--- src/rtl/uart_pixel_packer.sv ---
// Purpose : packs UART byte pairs (high byte first) into RGB565 pixels, buffers
//           them in a FWFT FIFO, tracks frame position and flags frame edges,
//           FIFO overflow and inter-byte timeouts.
// Latency : rx_done of the low byte in cycle t -> FIFO write at the end of t;
//           pix_valid/pix_data in t+1 when the FIFO was empty.
// Backpressure: pix_valid/pix_ready handshake; pop on pix_valid && pix_ready.
//           When full and not popping, an incoming pixel is dropped and the
//           sticky overflow flag is set.
//
// Ports:
//   clk, rst_n           clock, asynchronous active-low reset
//   rx_done, data_byte   one-cycle byte strobe and byte from the UART receiver
//   pix_ready            downstream accepts the head pixel
//   clr_err              clears the sticky overflow flag
//   pix_data, pix_valid  FIFO head pixel {hi_byte, lo_byte} and non-empty flag
//   frame_start/done     one-cycle pulses: first / last pixel of a frame pushed
//   resync               one-cycle pulse: half pixel discarded on timeout
//   overflow             sticky: a pixel was dropped on a full FIFO
//   fill_level           current FIFO occupancy
//
// Optional feature macro: FRAME_SYNC_EN -- when defined, every frame must be
// preceded by the header bytes 0xA5 0x5A (states SYNC0/SYNC1 ahead of HI).

module uart_pixel_packer #(
  parameter int FIFO_DEPTH   = 16,
  parameter int FRAME_PIXELS = 307200,
  parameter int TIMEOUT_CYC  = 50000
) (
  input  logic                        clk,
  input  logic                        rst_n,
  input  logic                        rx_done,
  input  logic [7:0]                  data_byte,
  input  logic                        pix_ready,
  input  logic                        clr_err,
  output logic [15:0]                 pix_data,
  output logic                        pix_valid,
  output logic                        frame_start,
  output logic                        frame_done,
  output logic                        resync,
  output logic                        overflow,
  output logic [$clog2(FIFO_DEPTH):0] fill_level
);

  localparam int AW = $clog2(FIFO_DEPTH);
  localparam int CW = (FRAME_PIXELS > 1) ? $clog2(FRAME_PIXELS) : 1;
  localparam int TW = (TIMEOUT_CYC > 1) ? $clog2(TIMEOUT_CYC) : 1;

  localparam logic [CW-1:0] LAST_PIX = CW'(FRAME_PIXELS - 1);
  localparam logic [TW-1:0] TMO_LAST = TW'(TIMEOUT_CYC - 1);
  localparam logic [AW:0]   FULL_LVL = (AW + 1)'(FIFO_DEPTH);

  typedef enum logic [1:0] {
    ST_HI    = 2'd0,
    ST_LO    = 2'd1,
    ST_SYNC0 = 2'd2,
    ST_SYNC1 = 2'd3
  } state_t;

`ifdef FRAME_SYNC_EN
  localparam state_t ST_RESET = ST_SYNC0;
`else
  localparam state_t ST_RESET = ST_HI;
`endif

  state_t          state_q, state_d;
  logic [7:0]      hi_q, hi_d;
  logic [TW-1:0]   tmo_q, tmo_d;
  logic [CW-1:0]   pix_cnt_q, pix_cnt_d;
  logic [AW-1:0]   wr_ptr_q, wr_ptr_d;
  logic [AW-1:0]   rd_ptr_q, rd_ptr_d;
  logic [AW:0]     fill_q, fill_d;
  logic [15:0]     mem_q [FIFO_DEPTH];
  logic [15:0]     mem_d [FIFO_DEPTH];
  logic            frame_start_q, frame_start_d;
  logic            frame_done_q, frame_done_d;
  logic            resync_q, resync_d;
  logic            overflow_q, overflow_d;

  logic            pop;
  logic            full;
  logic            push_req;
  logic            push_acc;
  logic            last_pix;

  always_comb begin
    pop      = (fill_q != '0) && pix_ready;
    full     = (fill_q == FULL_LVL);
    push_req = (state_q == ST_LO) && rx_done;
    // A full FIFO still takes the pixel when the head leaves this same cycle.
    push_acc = push_req && (!full || pop);
    last_pix = (pix_cnt_q == LAST_PIX);
  end

  // Pack FSM: HI latches the high byte, LO forms the pixel or times out.
  always_comb begin
    state_d  = state_q;
    hi_d     = hi_q;
    tmo_d    = tmo_q;
    resync_d = 1'b0;
    case (state_q)
      ST_HI: begin
        if (rx_done) begin
          hi_d    = data_byte;
          tmo_d   = '0;
          state_d = ST_LO;
        end
      end
      ST_LO: begin
        // rx_done takes priority over an expiring timeout.
        if (rx_done) begin
`ifdef FRAME_SYNC_EN
          state_d = last_pix ? ST_SYNC0 : ST_HI;
`else
          state_d = ST_HI;
`endif
        end else if (tmo_q == TMO_LAST) begin
          state_d  = ST_HI;
          resync_d = 1'b1;
        end else begin
          tmo_d = tmo_q + 1'b1;
        end
      end
`ifdef FRAME_SYNC_EN
      ST_SYNC0: begin
        if (rx_done && (data_byte == 8'hA5)) state_d = ST_SYNC1;
      end
      ST_SYNC1: begin
        if (rx_done) begin
          if (data_byte == 8'h5A)      state_d = ST_HI;
          else if (data_byte != 8'hA5) state_d = ST_SYNC0;
        end
      end
`endif
      default: state_d = ST_HI;
    endcase
  end

  // Frame position counts every issued pixel, dropped ones included, so a
  // dropped pixel never shifts the frame alignment.
  always_comb begin
    pix_cnt_d     = pix_cnt_q;
    frame_start_d = 1'b0;
    frame_done_d  = 1'b0;
    if (push_req) begin
      frame_start_d = (pix_cnt_q == '0);
      frame_done_d  = last_pix;
      pix_cnt_d     = last_pix ? '0 : pix_cnt_q + 1'b1;
    end
    // A fresh drop outranks a clear arriving in the same cycle.
    if (push_req && !push_acc) overflow_d = 1'b1;
    else if (clr_err)          overflow_d = 1'b0;
    else                       overflow_d = overflow_q;
  end

  // FWFT FIFO: pointers wrap naturally since FIFO_DEPTH is a power of 2.
  always_comb begin
    mem_d    = mem_q;
    wr_ptr_d = wr_ptr_q;
    rd_ptr_d = rd_ptr_q;
    if (push_acc) begin
      mem_d[wr_ptr_q] = {hi_q, data_byte};
      wr_ptr_d        = wr_ptr_q + 1'b1;
    end
    if (pop) rd_ptr_d = rd_ptr_q + 1'b1;
    fill_d = fill_q + (AW + 1)'(push_acc) - (AW + 1)'(pop);
  end

  always_ff @(posedge clk or negedge rst_n) begin
    if (!rst_n) begin
      state_q       <= ST_RESET;
      hi_q          <= '0;
      tmo_q         <= '0;
      pix_cnt_q     <= '0;
      wr_ptr_q      <= '0;
      rd_ptr_q      <= '0;
      fill_q        <= '0;
      frame_start_q <= 1'b0;
      frame_done_q  <= 1'b0;
      resync_q      <= 1'b0;
      overflow_q    <= 1'b0;
    end else begin
      state_q       <= state_d;
      hi_q          <= hi_d;
      tmo_q         <= tmo_d;
      pix_cnt_q     <= pix_cnt_d;
      wr_ptr_q      <= wr_ptr_d;
      rd_ptr_q      <= rd_ptr_d;
      fill_q        <= fill_d;
      frame_start_q <= frame_start_d;
      frame_done_q  <= frame_done_d;
      resync_q      <= resync_d;
      overflow_q    <= overflow_d;
    end
  end

  // Storage needs no reset: entries are only visible through valid pointers.
  always_ff @(posedge clk) begin
    mem_q <= mem_d;
  end

  assign pix_valid   = (fill_q != '0);
  assign pix_data    = pix_valid ? mem_q[rd_ptr_q] : 16'h0000;
  assign fill_level  = fill_q;
  assign frame_start = frame_start_q;
  assign frame_done  = frame_done_q;
  assign resync      = resync_q;
  assign overflow    = overflow_q;

endmodule
--- config.mk ---
export PLATFORM = sky130hd
export DESIGN_NAME = uart_pixel_packer
export DESIGN_NICKNAME = d
export VERILOG_FILES = /design/src/rtl/uart_pixel_packer.sv
export SDC_FILE = /design/constraint.sdc
export NUM_CORES = 1
export LEC_CHECK = 0
export ABC_AREA = 1
export BUFFER_PORTS_ARGS = -buffer_cell sky130_fd_sc_hd__buf_2
export CAP_MARGIN = 20
export CELL_PAD_IN_SITES_DETAIL_PLACEMENT = 1
export CELL_PAD_IN_SITES_GLOBAL_PLACEMENT = 2
export CORE_UTILIZATION = 45
export DETAILED_ROUTE_END_ITERATION = 7
export PLACE_DENSITY = 0.83
export SLEW_MARGIN = 20
export SYNTH_ARGS = -nofsm -noshare
export SYNTH_HDL_FRONTEND = slang
export SYNTH_SLANG_ARGS = --single-unit
--- constraint.sdc ---
create_clock -name clk -period 6.34 [get_ports clk]
set_input_delay 0.951 -clock clk [delete_from_list [all_inputs] [get_ports clk]]
set_output_delay 0.951 -clock clk [all_outputs]
set_load 0.02 [all_outputs]
==> results of run 1 <==
## synthesized netlist by cell type (all sizes together), types with 13 or more instances
cell type	number
nor3	13
dfrtp	61
ha	14
nand2	455
buf	47
o21ai	23
inv	73
edfxtp	256
nand3	223
nor2	70
xor2	18
a21oi	24
## through the flow
stage	hold WS, ns	setup slack [ns]	util [%]	power (mW)	area, um^2
2_1_floorplan	0.4827	3.609	-	4.120	13760
3_3_place_gp	0.5110	2.420	48.14	4.846	14380
3_5_place_dp	0.5252	2.366	48.14	4.915	14380
4_1_cts	0.5363	1.830	52.03	6.972	15540
5_1_grt	0.5650	1.896	52.04	7.283	15550
6_report	0.5323	2.063	52.04	6.897	15550
## registers in the layout, indices dropped and copies added (netlist names), 4 cells and up
signal,count
pix_cnt_q,19
rd_ptr_q,4
tmo_q,16
hi_q,8
mem_q,256
wr_ptr_q,4
fill_level,5
## area by class of cell
type,instances,area [um^2],share of cell area [%]
flip-flops and latches,317,9219,59.30
clock inverters,26,222.7,1.432
multi-input cells,862,4021,25.87
clock buffers,40,937.1,6.028
inverters,75,286.5,1.843
repair buffers,62,370.4,2.382
diodes,1,2.502,0.01610
well taps,390,488.0,3.139
## routing by layer
metal	up-vias	GRT usage, %	share of wire [%]
met5	-	0	0
met4	0	10.09	3.2
met3	77	3.351	3.6
met2	200	44.85	51
met1	4901	32.10	43
li1	4523	-	-
## worst min-delay path, cell delays in order, from the launching register on
cell and delay [ns]:
dfrtp_1 0.37, inv_1 0.06, o22ai_1 0.07
## kinds of logic after synthesis
family	after synthesis	share of synthesized area (%)
and+or+nand+nor	776	24.13
buffers and inverters	132	4.084
DFF	317	66.98
xor gates and xnor gates	21	1.337
adders and majority gates	15	1.419
AOI/OAI and AO/OA	50	2.055
## where the power goes
group	switching, mW	internal [mW]	leakage [nW]	total (mW)
Clock	0.849	1.20	0.564	2.04
Sequential	0.201	2.46	3.08	2.66
Combinational	1.57	0.621	2.53	2.19
## worst min-delay path by stage
stage                  start             to  slack (ns)  cells after the start
3_5_place_dp        tmo_q[1]       tmo_q[1]        0.53                      2
3_3_place_gp     wr_ptr_q[3]    wr_ptr_q[3]        0.51                      1
4_1_cts             overflow       overflow        0.54                      2
5_1_grt        fill_level[0]  fill_level[0]        0.57                      1
2_1_floorplan    wr_ptr_q[3]    wr_ptr_q[3]        0.48                      1
6_report            overflow       overflow        0.53                      2
==> metrics.md, run 1 <==
| Metric | Value |
|---|---|
| Clock transition at path regs | 0.06 ns |
| Fillers | 3260 |
| Synthesized flop and latch total | 317 |
| CTS Root Cell | clkbuf_16 |
| Synth top area cells | edfxtp_1 56%, nand2_1 12%, dfrtp_1 11% |
| Post-synth top area share | 55.88% |
| Final hold vios | 0 |
| Req. time, crit path | 5.39 ns |
| Critical Path Fanout Max | 33 |
| Die X | 176.8 um |
| Die H | 176.8 um |
| Final Critical Period | 4.278 ns |
| Slew headroom | 38.31% |
| Ys Warns | 0 |
| Total buffers and inverters traversed by the critical path | 4 |
| Critical Path Start | rd_ptr_q[2] |
| Top cell family by delay on the critical path | buffers and inverters |
| Setup Skew | 0.01093 ns |
| Synthesized Nets | 1339 |
| Grt ovf | 0 |
| Post-CTS setup buffer count | 0 |
| Post-synth EDFFs | 256 |
| Row count | 63 |
| R2r worst-path depth | 14 |
| Final ANT Viol Nets | 0 |
| Slowest cell on crit path | clkinv_1 |
| Mapped Cells | 1311 |
| Initial Util | 46.05% |
| Via/cell ratio | 5.472 |
| H-tree depth | 2 |
| Hold Path Class | reg2reg |
| Hold_buf cts | 0 |
| RePlAce Congestion | 0.7731 |
| CP Capture Type | output pin |
| Most frequent cells in the layout | 446 x nand2_1, 256 x edfxtp_1, 222 x nand3_1 |
| First-pass GRT wire length | 59.71 mm |
| Share of layout cells above drive strength 1 | 12.16% |
| Fmax | 0.2338 GHz |
| Vias in the first global route | 10490 |
| Crit path launch type | register |
| Kind of critical path | reg2out |
| Synth cell types | 34 |
| Worst r2r dst | fill_level[4] |
| CTS resizes | 0 |
| Primary FF master, synth | edfxtp_1 |
| Top-level port count | 39 |
| Reg-to-Reg Start | fill_level[3] |
| DR vias | 9701 |
| RSZ-0062 raised after global routing | false |
| Max_cap viols | 0 |
| DRC | 0 |
| Cell Count, Final, Fillers Out | 1773 |
| CP Depth | 8 |
| Routed WL per cell | 21.52 um |
| CTS buffer count | 36 |
| Leakage | 6.181 nW |
| Clk sinks | 317 |
| TNS Setup | 0 ns |
| Crit path largest cell delay | 0.80 ns |
| Final wirelength | 38.15 mm |
| Slew @ Worst Pin | 0.9243 ns |
| Pre-antenna DRT Iters | 5 |
| Async set or reset register ratio after synthesis | 19.24% |
| Final Slew Violations | 0 |
| Max Buffers Root-to-Sink | 3 |
| Largest net degree at the start of global routing | 104 |
| P per Cell Area | 443.6 mW/mm^2 |
| CTS tree | yes |
| Largest area contributor in the netlist | edfxtp_1 |
| Crit path capture | pix_data[8] |
| Worst IR Drop VDD | 0.0002288 V |
| Tcrit/Tclk final | 67.47% |
| Cell count after placement | 1706 |
| Status | finished, final reports clean |
| Commonest non-fill, non-tap cell in the layout | nand2_1 |
| Die Area | 0.03127 mm^2 |
| I/O Buffers | 38 |
| Initial antenna violation count | 1 |
| Setup violators final | 0 |
| DRT iter0 DRCs | 758 |
| Crit path cell chain | buf_4, clkinv_1, buf_4, nand3_1, nand2_1, nand2_1, a21oi_1, buf_2 |
| Arr. time, crit path | 3.33 ns |
| R2R setup slack | 3.48 ns |
| Gr usage total | 25.61% |
| Post-DP HPWL | 22.56 mm |
| Area grow syn2layout | 13.01% |
| Clk_lat worst skew | 0.52 ns |
| Sequential element share of the synthesized area | 66.98% |
| Final nets | 1382 |
| Mapped cell area | 0.01376 mm^2 |
| Avg Cell Area, Syn | 10.49 um^2 |
| Area of the core | 0.02987 mm^2 |
Power figures use the tool's default switching activity.
==> run 2, diff against run 1 <==
- ABC_AREA: 1 -> 0
- CORE_UTILIZATION: 45 -> 48
- PLACE_DENSITY: 0.83 -> 0.77
- clock period: 6.34 -> 4.1 ns (I/O delays scaled with it)
==> run 2 against run 1 <==
  * The flow now finishes with violations (design-rule violations)
  * Synthesized area fell by 6.1%
  * Global-route usage decreased by 2.6 points
  * Wire length fell by 20%
  * Power grew 43%
  * Critical path depth down 3
  * Largest cell class unchanged
  * Highest routed layer unchanged
  * Cell count decreased by 36%
  * Combinational power is 22% higher
  * Sequential share of layout area grew 3.1 points
  * Clock-buffer cell count increased by 8
  * Setup slack lost 1.4 ns
  * Core utilization grew 4.4 points
  * Worst hold slack got worse by 0.35 ns
==> metrics.md, run 2 <==
| Metric | Value |
|---|---|
| Overall power | 9.873 mW (+43%) |
| Hold_buf cts | 0 (unchanged) |
| First-pass GRT wire length | 46.87 mm (-21%) |
| Routed WL per cell | 26.97 um (+25%) |
| Mapped Cells | 710 (-46%) |
| Share of layout cells above drive strength 1 | 25.25% (+13 points) |
| Slew @ Worst Pin | 1.078 ns (+0.1533 ns) |
| Die H | 166.1 um (-6.1%) |
| Synth top cells by count | 256 x edfxtp_1, 64 x mux4_2, 61 x dfrtp_1, 39 x mux2i_1, 32 x nand2_1 |
| Slew headroom | 27.99% (-10 points) |
| Final Critical Period | 3.422 ns |
| Setup Skew | 0.01704 ns (+0.006114 ns) |
| DRT iter0 DRCs | 612 (-19%) |
| R2R setup slack | 1.06 ns (-2.42 ns) |
| Crit path cell chain | buf_12, mux4_2, mux2i_1, o22ai_1, buf_2 |
| Area of the core | 0.02621 mm^2 (-12%) |
| Reg-to-Reg Start | fill_level[3] |
| Async set or reset register ratio after synthesis | 19.24% (unchanged) |
| P per Cell Area | 667.9 mW/mm^2 (+51%) |
| Largest area contributor in the netlist | edfxtp_1 |
| CTS tree | yes |
| Max Buffers Root-to-Sink | 3 (unchanged) |
| Top-level port count | 39 (unchanged) |
| Tcrit/Tclk final | 83.47% |
| Pre-antenna DRT Iters | 8 (+3) |
| Gr usage total | 23.02% (-2.6 points) |
| CTS resizes | 0 (unchanged) |
| DR top layer | met4 |
| Top cell family by delay on the critical path | multiplexers |
| Wire length on met3 | 1.753 mm (+29%) |
| Critical Path Fanout Max | 26 (-21%) |
| Hold Path Class | in2async |
| Die Area | 0.02758 mm^2 (-12%) |
| DRC | 4 (+4) |
| Switching part of the total power | 30.46% (-7.5 points) |
| Grt ovf | 0 (unchanged) |
| Post-synth EDFFs | 256 (unchanged) |
| Setup violators final | 0 (unchanged) |
| Fmax | 0.2922 GHz |
| Cell Count, Final, Fillers Out | 1135 (-36%) |
| TNS Setup | 0 ns (unchanged) |
| I/O Buffers | 38 (unchanged) |
| Synthesized Nets | 738 (-45%) |
| Initial Util | 49.31% (+3.3 points) |
| Routed met2 length | 15.61 mm (-19%) |
| Max reg flops | 256 (unchanged) |
| P_int | 6.866 mW (+61%) |
| Arr. time, crit path | 2.81 ns (-0.52 ns) |
| Final wirelength | 30.61 mm (-20%) |
| Post-DP HPWL | 18.66 mm (-17%) |
| Ys Warns | 0 (unchanged) |
| Vias in the first global route | 7590 (-28%) |
| Post-CTS setup buffer count | 0 (unchanged) |
| Post-synth top area share | 59.49% (+3.6 points) |
| Final ANT Viol Nets | 0 (unchanged) |
| Metal-1 WL | 12.70 mm (-22%) |
| Failing checks | design-rule violations |
| Combinational Power Share | 27.0% (-4.8 points) |
| Die X | 166.1 um (-6.1%) |
| DR vias | 6897 (-29%) |
| H-tree depth | 2 (unchanged) |
| CTS Root Cell | clkbuf_16 |
| Most frequent cells in the layout | 256 x edfxtp_1, 64 x mux4_2, 58 x dfrtp_1 |
| Mapped cell area | 0.01292 mm^2 (-6.1%) |
| Clk sinks | 317 (unchanged) |
| Via/cell ratio | 6.077 (+11%) |
| Clock transition at path regs | 0.06 ns (about the same) |
| Slowest cell on crit path | dfrtp_4 |
| Worst r2r dst | fill_level[4] |
| Top reg by flops | mem_q |
| Regs by FF count | mem_q: 256 flops, pix_cnt_q: 19 flops, tmo_q: 16 flops |
| Req. time, crit path | 3.48 ns (-1.91 ns) |
| Leakage | 5.183 nW (-16%) |
| Max_cap viols | 0 (unchanged) |
| Clk_lat worst skew | 0.50 ns (-0.02 ns) |
| Crit path launch type | register |
| Cell count after placement | 1076 (-37%) |
| RSZ-0062 raised after global routing | false |
| Primary FF master, synth | edfxtp_1 |
| Total buffers and inverters traversed by the critical path | 2 (-2) |
| Worst IR Drop VDD | 0.0003006 V (+31%) |
| Kind of critical path | reg2out |
| Final hold vios | 0 (unchanged) |
| Most frequent cell after synthesis | edfxtp_1 |
| Crit path largest cell delay | 0.73 ns (-0.07 ns) |
| Row count | 59 (-6.3%) |
| Avg Cell Area, Syn | 18.20 um^2 (+73%) |
| CP Capture Type | output pin |
| Final Slew Violations | 0 (unchanged) |
| Initial antenna violation count | 0 (-1) |
| Net load switching power | 3.007 mW (+15%) |
| Status | finished, violations left |
| Final nets | 805 (-42%) |
| CTS buffer count | 34 (-5.6%) |
| Synthesized flop and latch total | 317 (unchanged) |
| Commonest non-fill, non-tap cell in the layout | edfxtp_1 |
| R2r worst-path depth | 13 (-1) |
| Area grow syn2layout | 14.40% |
| Sequential share of power | 42.4% (+3.8 points) |
| Synth top area cells | edfxtp_1 59%, dfrtp_1 12%, mux4_2 11% |
| Synth cell types | 51 (+50%) |
| RePlAce Congestion | 0.8558 (+11%) |
| Sequential element share of the synthesized area | 71.31% (+4.3 points) |
| ANT cells | 0 (-1) |
| Largest net degree at the start of global routing | 29 (-72%) |
| Clock share of power | 30.6% (+1.0 points) |
## run 2: changes by cell type after synthesis, sizes merged, moves of 15 or more
cell,previous run,this run
nor2,70,11
nand2,455,33
a21oi,24,8
inv,73,20
nand3,223,10
mux4,0,64
o22ai,1,18
buf,47,13
o21ai,23,8
mux2i,0,39
## run 2: area by class of cell
cell class,instances,area [um^2]
clock buffers,48,974.7
clock inverters,11,128.9
fillers,2340,11420
inverters,20,75.07
multi-input cells,339,3533
flip-flops and latches,317,9220
well taps,335,419.2
repair buffers,65,430.4
## run 2: cell families (layout without fill, tap and decap cells)
kind of cell             Yosys count  after routing  synth area share, %
XOR/XNOR                          21             21                1.423
flip-flops                       317            317                71.31
adder cells (fa/ha/maj)           15             15                1.511
AO/OA/AOI/OAI                     59             59                3.050
multiplexers                     112            112                14.96
AND/OR/NAND/NOR                  132            132                6.052
buffers and inverters             54            144                1.695
## run 2: worst max path at each step
stage | startpoint | end | slack [ns] | cells past startpoint
after floorplan | rx_done | mem_q[192] | 0.58 | 5
after global placement | rd_ptr_q[0] | pix_data[3] | 1.13 | 5
after detailed placement | fill_level[2] | fill_level[4] | 1.05 | 13
after CTS | rd_ptr_q[0] | pix_data[3] | 0.63 | 5
after global routing | rd_ptr_q[0] | pix_data[3] | 0.57 | 5
final | rd_ptr_q[0] | pix_data[3] | 0.68 | 5
## run 2: power groups by stage
stage               registers (mW)  clock network, mW  logic (mW)
global placement              4.22                  0        2.65
global route                  4.23               3.19        2.85
finish                        4.18               3.02        2.67
detailed placement            4.25                  0        2.70
CTS                           4.19               3.08        2.72
floorplan                     4.04                  0        1.93
## run 2: routing by layer
layer  up-vias  global-route usage, %
met5         -                      0
met4         0                  5.892
met3        45                  3.956
met2       173                  39.94
met1      3684                  30.24
li1       2995                      -
## run 2: through the flow
stage | utilization [%] | setup slack [ns] | hold WS [ns] | instance area [um^2]
6_report | 56.40 | 0.6776 | 0.1797 | 14780
5_1_grt | 56.40 | 0.5693 | 0.2258 | 14780
4_1_cts | 56.40 | 0.6321 | 0.1960 | 14780
3_5_place_dp | 52.19 | 1.045 | 0.4782 | 13680
3_3_place_gp | 52.19 | 1.132 | 0.4837 | 13680
2_1_floorplan | - | 0.5788 | 0.3194 | 12920
## run 2: worst register-to-register path, delay by kind of cell (launching register included)
family | cells | cell delay (ns)
xor+xnor | 1 | 0.13
compound gates | 2 | 0.23
fa+ha+maj | 4 | 1.06
buf+inv | 4 | 0.30
simple gates | 2 | 0.85
flops | 1 | 0.40
==> run 3, diff against run 2 <==
- clock period: 4.1 -> 3.56 ns (I/O delays scaled with it)
==> run 3 against run 2 <==
  * The run still ends with design-rule violations left
  * First-iteration DRC count decreased by 8.3%
  * Sequential power increased by 15%
  * Register-to-register slack got worse by 0.42 ns
  * Sequential share of layout area decreased by 0.21 points
  * Setup slack got worse by 0.31 ns
  * Clock power increased by 17%
  * Flip-flop and latch count unchanged
  * Worst hold slack got worse by 0.15 ns
  * Via count increased by 0.70%
  * Critical path depth unchanged
  * Cell count increased by 0.44%
  * Critical endpoint is now pix_data[12]
  * Largest cell class unchanged
  * Largest power group unchanged
  * Highest routed layer unchanged
==> metrics.md, run 3 (synthesized netlist as in run 2, its figures left out) <==
| Metric | Value |
|---|---|
| Status | finished, violations left |
| Failing checks | design-rule violations |
| Clock share of power | 30.9% (+0.3 points) |
| I/O Buffers | 38 (unchanged) |
| Gr usage total | 22.87% (-0.15 points) |
| Die Area | 0.02758 mm^2 (unchanged) |
| Area grow syn2layout | 14.78% |
| Crit path cell chain | buf_4, mux4_2, mux2i_1, o22ai_1, buf_2 |
| Max_cap viols | 0 (unchanged) |
| Grt ovf | 0 (unchanged) |
| Initial Util | 49.31% (unchanged) |
| Final Critical Period | 3.195 ns |
| CTS tree | yes |
| Vias in the first global route | 7578 (-0.16%) |
| RePlAce Congestion | 0.8281 (-3.2%) |
| Tcrit/Tclk final | 89.74% |
| Net load switching power | 3.507 mW (+17%) |
| Final wirelength | 30.27 mm (-1.1%) |
| Crit path launch type | register |
| DR vias | 6945 (+0.70%) |
| CTS buffer count | 34 (unchanged) |
| Top reg by flops | mem_q |
| First-pass GRT wire length | 46.54 mm (-0.71%) |
| Clk_lat worst skew | 0.50 ns (about the same) |
| Critical Path Fanout Max | 17 (-35%) |
| Post-CTS setup buffer count | 0 (unchanged) |
| Pre-antenna DRT Iters | 8 (unchanged) |
| Combinational Power Share | 27.3% (+0.3 points) |
| Final ANT Viol Nets | 0 (unchanged) |
| Die X | 166.1 um (unchanged) |
| Max Buffers Root-to-Sink | 3 (unchanged) |
| Hold_buf cts | 0 (unchanged) |
| Commonest non-fill, non-tap cell in the layout | edfxtp_1 |
| Slew headroom | 33.06% (+5.1 points) |
| Fmax | 0.3130 GHz |
| Die H | 166.1 um (unchanged) |
| Clk sinks | 317 (unchanged) |
| H-tree depth | 2 (unchanged) |
| Leakage | 5.208 nW (+0.49%) |
| Sequential share of power | 41.9% (-0.5 points) |
| Overall power | 11.45 mW (+16%) |
| CTS Root Cell | clkbuf_16 |
| Post-DP HPWL | 18.05 mm (-3.2%) |
| CP Capture Type | output pin |
| Initial antenna violation count | 3 (+3) |
| Largest net degree at the start of global routing | 39 (+34%) |
| Clock transition at path regs | 0.06 ns (about the same) |
| Top-level port count | 39 (unchanged) |
| Most frequent cells in the layout | 256 x edfxtp_1, 64 x mux4_2, 58 x dfrtp_1 |
| Req. time, crit path | 3.03 ns (-0.45 ns) |
| Core Util, Final | 56.59% (+0.19 points) |
| Crit path largest cell delay | 0.66 ns (-0.07 ns) |
| Via/cell ratio | 6.092 (+0.25%) |
| Share of layout cells above drive strength 1 | 26.00% (+0.75 points) |
| Slew @ Worst Pin | 1.002 ns (-0.07591 ns) |
| Row count | 59 (unchanged) |
| Setup Skew | 0.01370 ns (-0.003340 ns) |
| RSZ-0062 raised after global routing | false |
| P_int | 7.944 mW (+16%) |
| Max reg flops | 256 (unchanged) |
| Switching part of the total power | 30.63% (+0.17 points) |
| Cell count after placement | 1079 (+0.28%) |
| CTS resizes | 0 (unchanged) |
| Final hold vios | 0 (unchanged) |
| Area of the core | 0.02621 mm^2 (unchanged) |
| Hold Path Class | in2async |
| PnR worst setup slack | 0.3653 ns (-0.3123 ns) |
| Setup violators final | 0 (unchanged) |
| Cell Count, Final, Fillers Out | 1140 (+0.44%) |
| Routed WL per cell | 26.55 um (-1.5%) |
| TNS Setup | 0 ns (unchanged) |
| DP Worst Slack | 0.6181 ns (-0.4274 ns) |
| Final nets | 808 (+0.37%) |
| Kind of critical path | reg2out |
| DRC | 10 (+6) |
| DRT iter0 DRCs | 561 (-8.3%) |
| Final Slew Violations | 0 (unchanged) |
| P per Cell Area | 772.2 mW/mm^2 (+16%) |
| Arr. time, crit path | 2.66 ns (-0.15 ns) |
| Regs by FF count | mem_q: 256 flops, pix_cnt_q: 19 flops, tmo_q: 16 flops |
| Worst IR Drop VDD | 0.0004050 V (+35%) |
| Slowest cell on crit path | dfrtp_4 |
[run 3: changes by cell type in the layout (fill, tap and decap cells not counted), sizes merged]
cell / change
buf: +3
diode: +1
bufinv: +1
clkinv: +4
clkbuf: -6
clkinvlp: +2
[run 3: worst max-delay path, delay by kind of cell (launching register included)]
kind	cells	cell delay (ns)
AO/OA/AOI/OAI	1	0.19
buffers and inverters	2	0.47
flip-flops	1	0.66
multiplexers	2	0.82
[run 3: final cells by class]
class / instances / area [um^2]
sequential: 317 / 9220
antenna: 1 / 2.502
multi-input combinational: 339 / 3533
tap: 335 / 419.2
fill: 2318 / 11380
inverter: 20 / 75.07
timing repair buffer: 68 / 455.4
clock inverter: 18 / 192.7
clock buffer: 42 / 932.1
[run 3: final timing paths]
kind                            slack, ns  cells past startpoint           from       endpoint
worst max-delay path                 0.37                      5    rd_ptr_q[0]   pix_data[12]
worst min-delay path                 0.03                      1          rst_n      tmo_q[12]
worst max register to register       0.64                     13  fill_level[3]  fill_level[4]
worst min register to register       0.52                      1  pix_cnt_q[17]  pix_cnt_q[17]
max in group asynchronous            2.74                      2          rst_n   pix_cnt_q[8]
min in group clk                     0.25                      2        clr_err       overflow
[run 3: per-layer routing]
layer | global-route usage [%] | vias to the layer above | wire length (um) | part of all wire, %
met5 | 0 | - | 0 | 0
met4 | 5.607 | 0 | 471 | 1.6
met3 | 3.861 | 35 | 1445 | 4.8
met2 | 39.22 | 176 | 15350 | 51
met1 | 30.61 | 3730 | 13000 | 43
li1 | - | 3004 | - | -
[run 3: through the flow]
| stage | hold slack, ns | area, um^2 |
|---|---|---|
| final | 0.02931 | 14830 |
| after detailed placement | 0.5030 | 13700 |
| after CTS | 0.2305 | 14830 |
| after floorplan | 0.2384 | 12920 |
| after global routing | 0.06231 | 14830 |
| after global placement | 0.4824 | 13700 |
[run 3: power groups by stage]
stage / clock network, mW / logic [mW] / registers, mW
2_1_floorplan: 0 / 2.22 / 4.65
3_3_place_gp: 0 / 3.07 / 4.83
3_5_place_dp: 0 / 3.16 / 4.88
4_1_cts: 3.61 / 3.19 / 4.80
5_1_grt: 3.73 / 3.36 / 4.84
6_report: 3.53 / 3.13 / 4.79
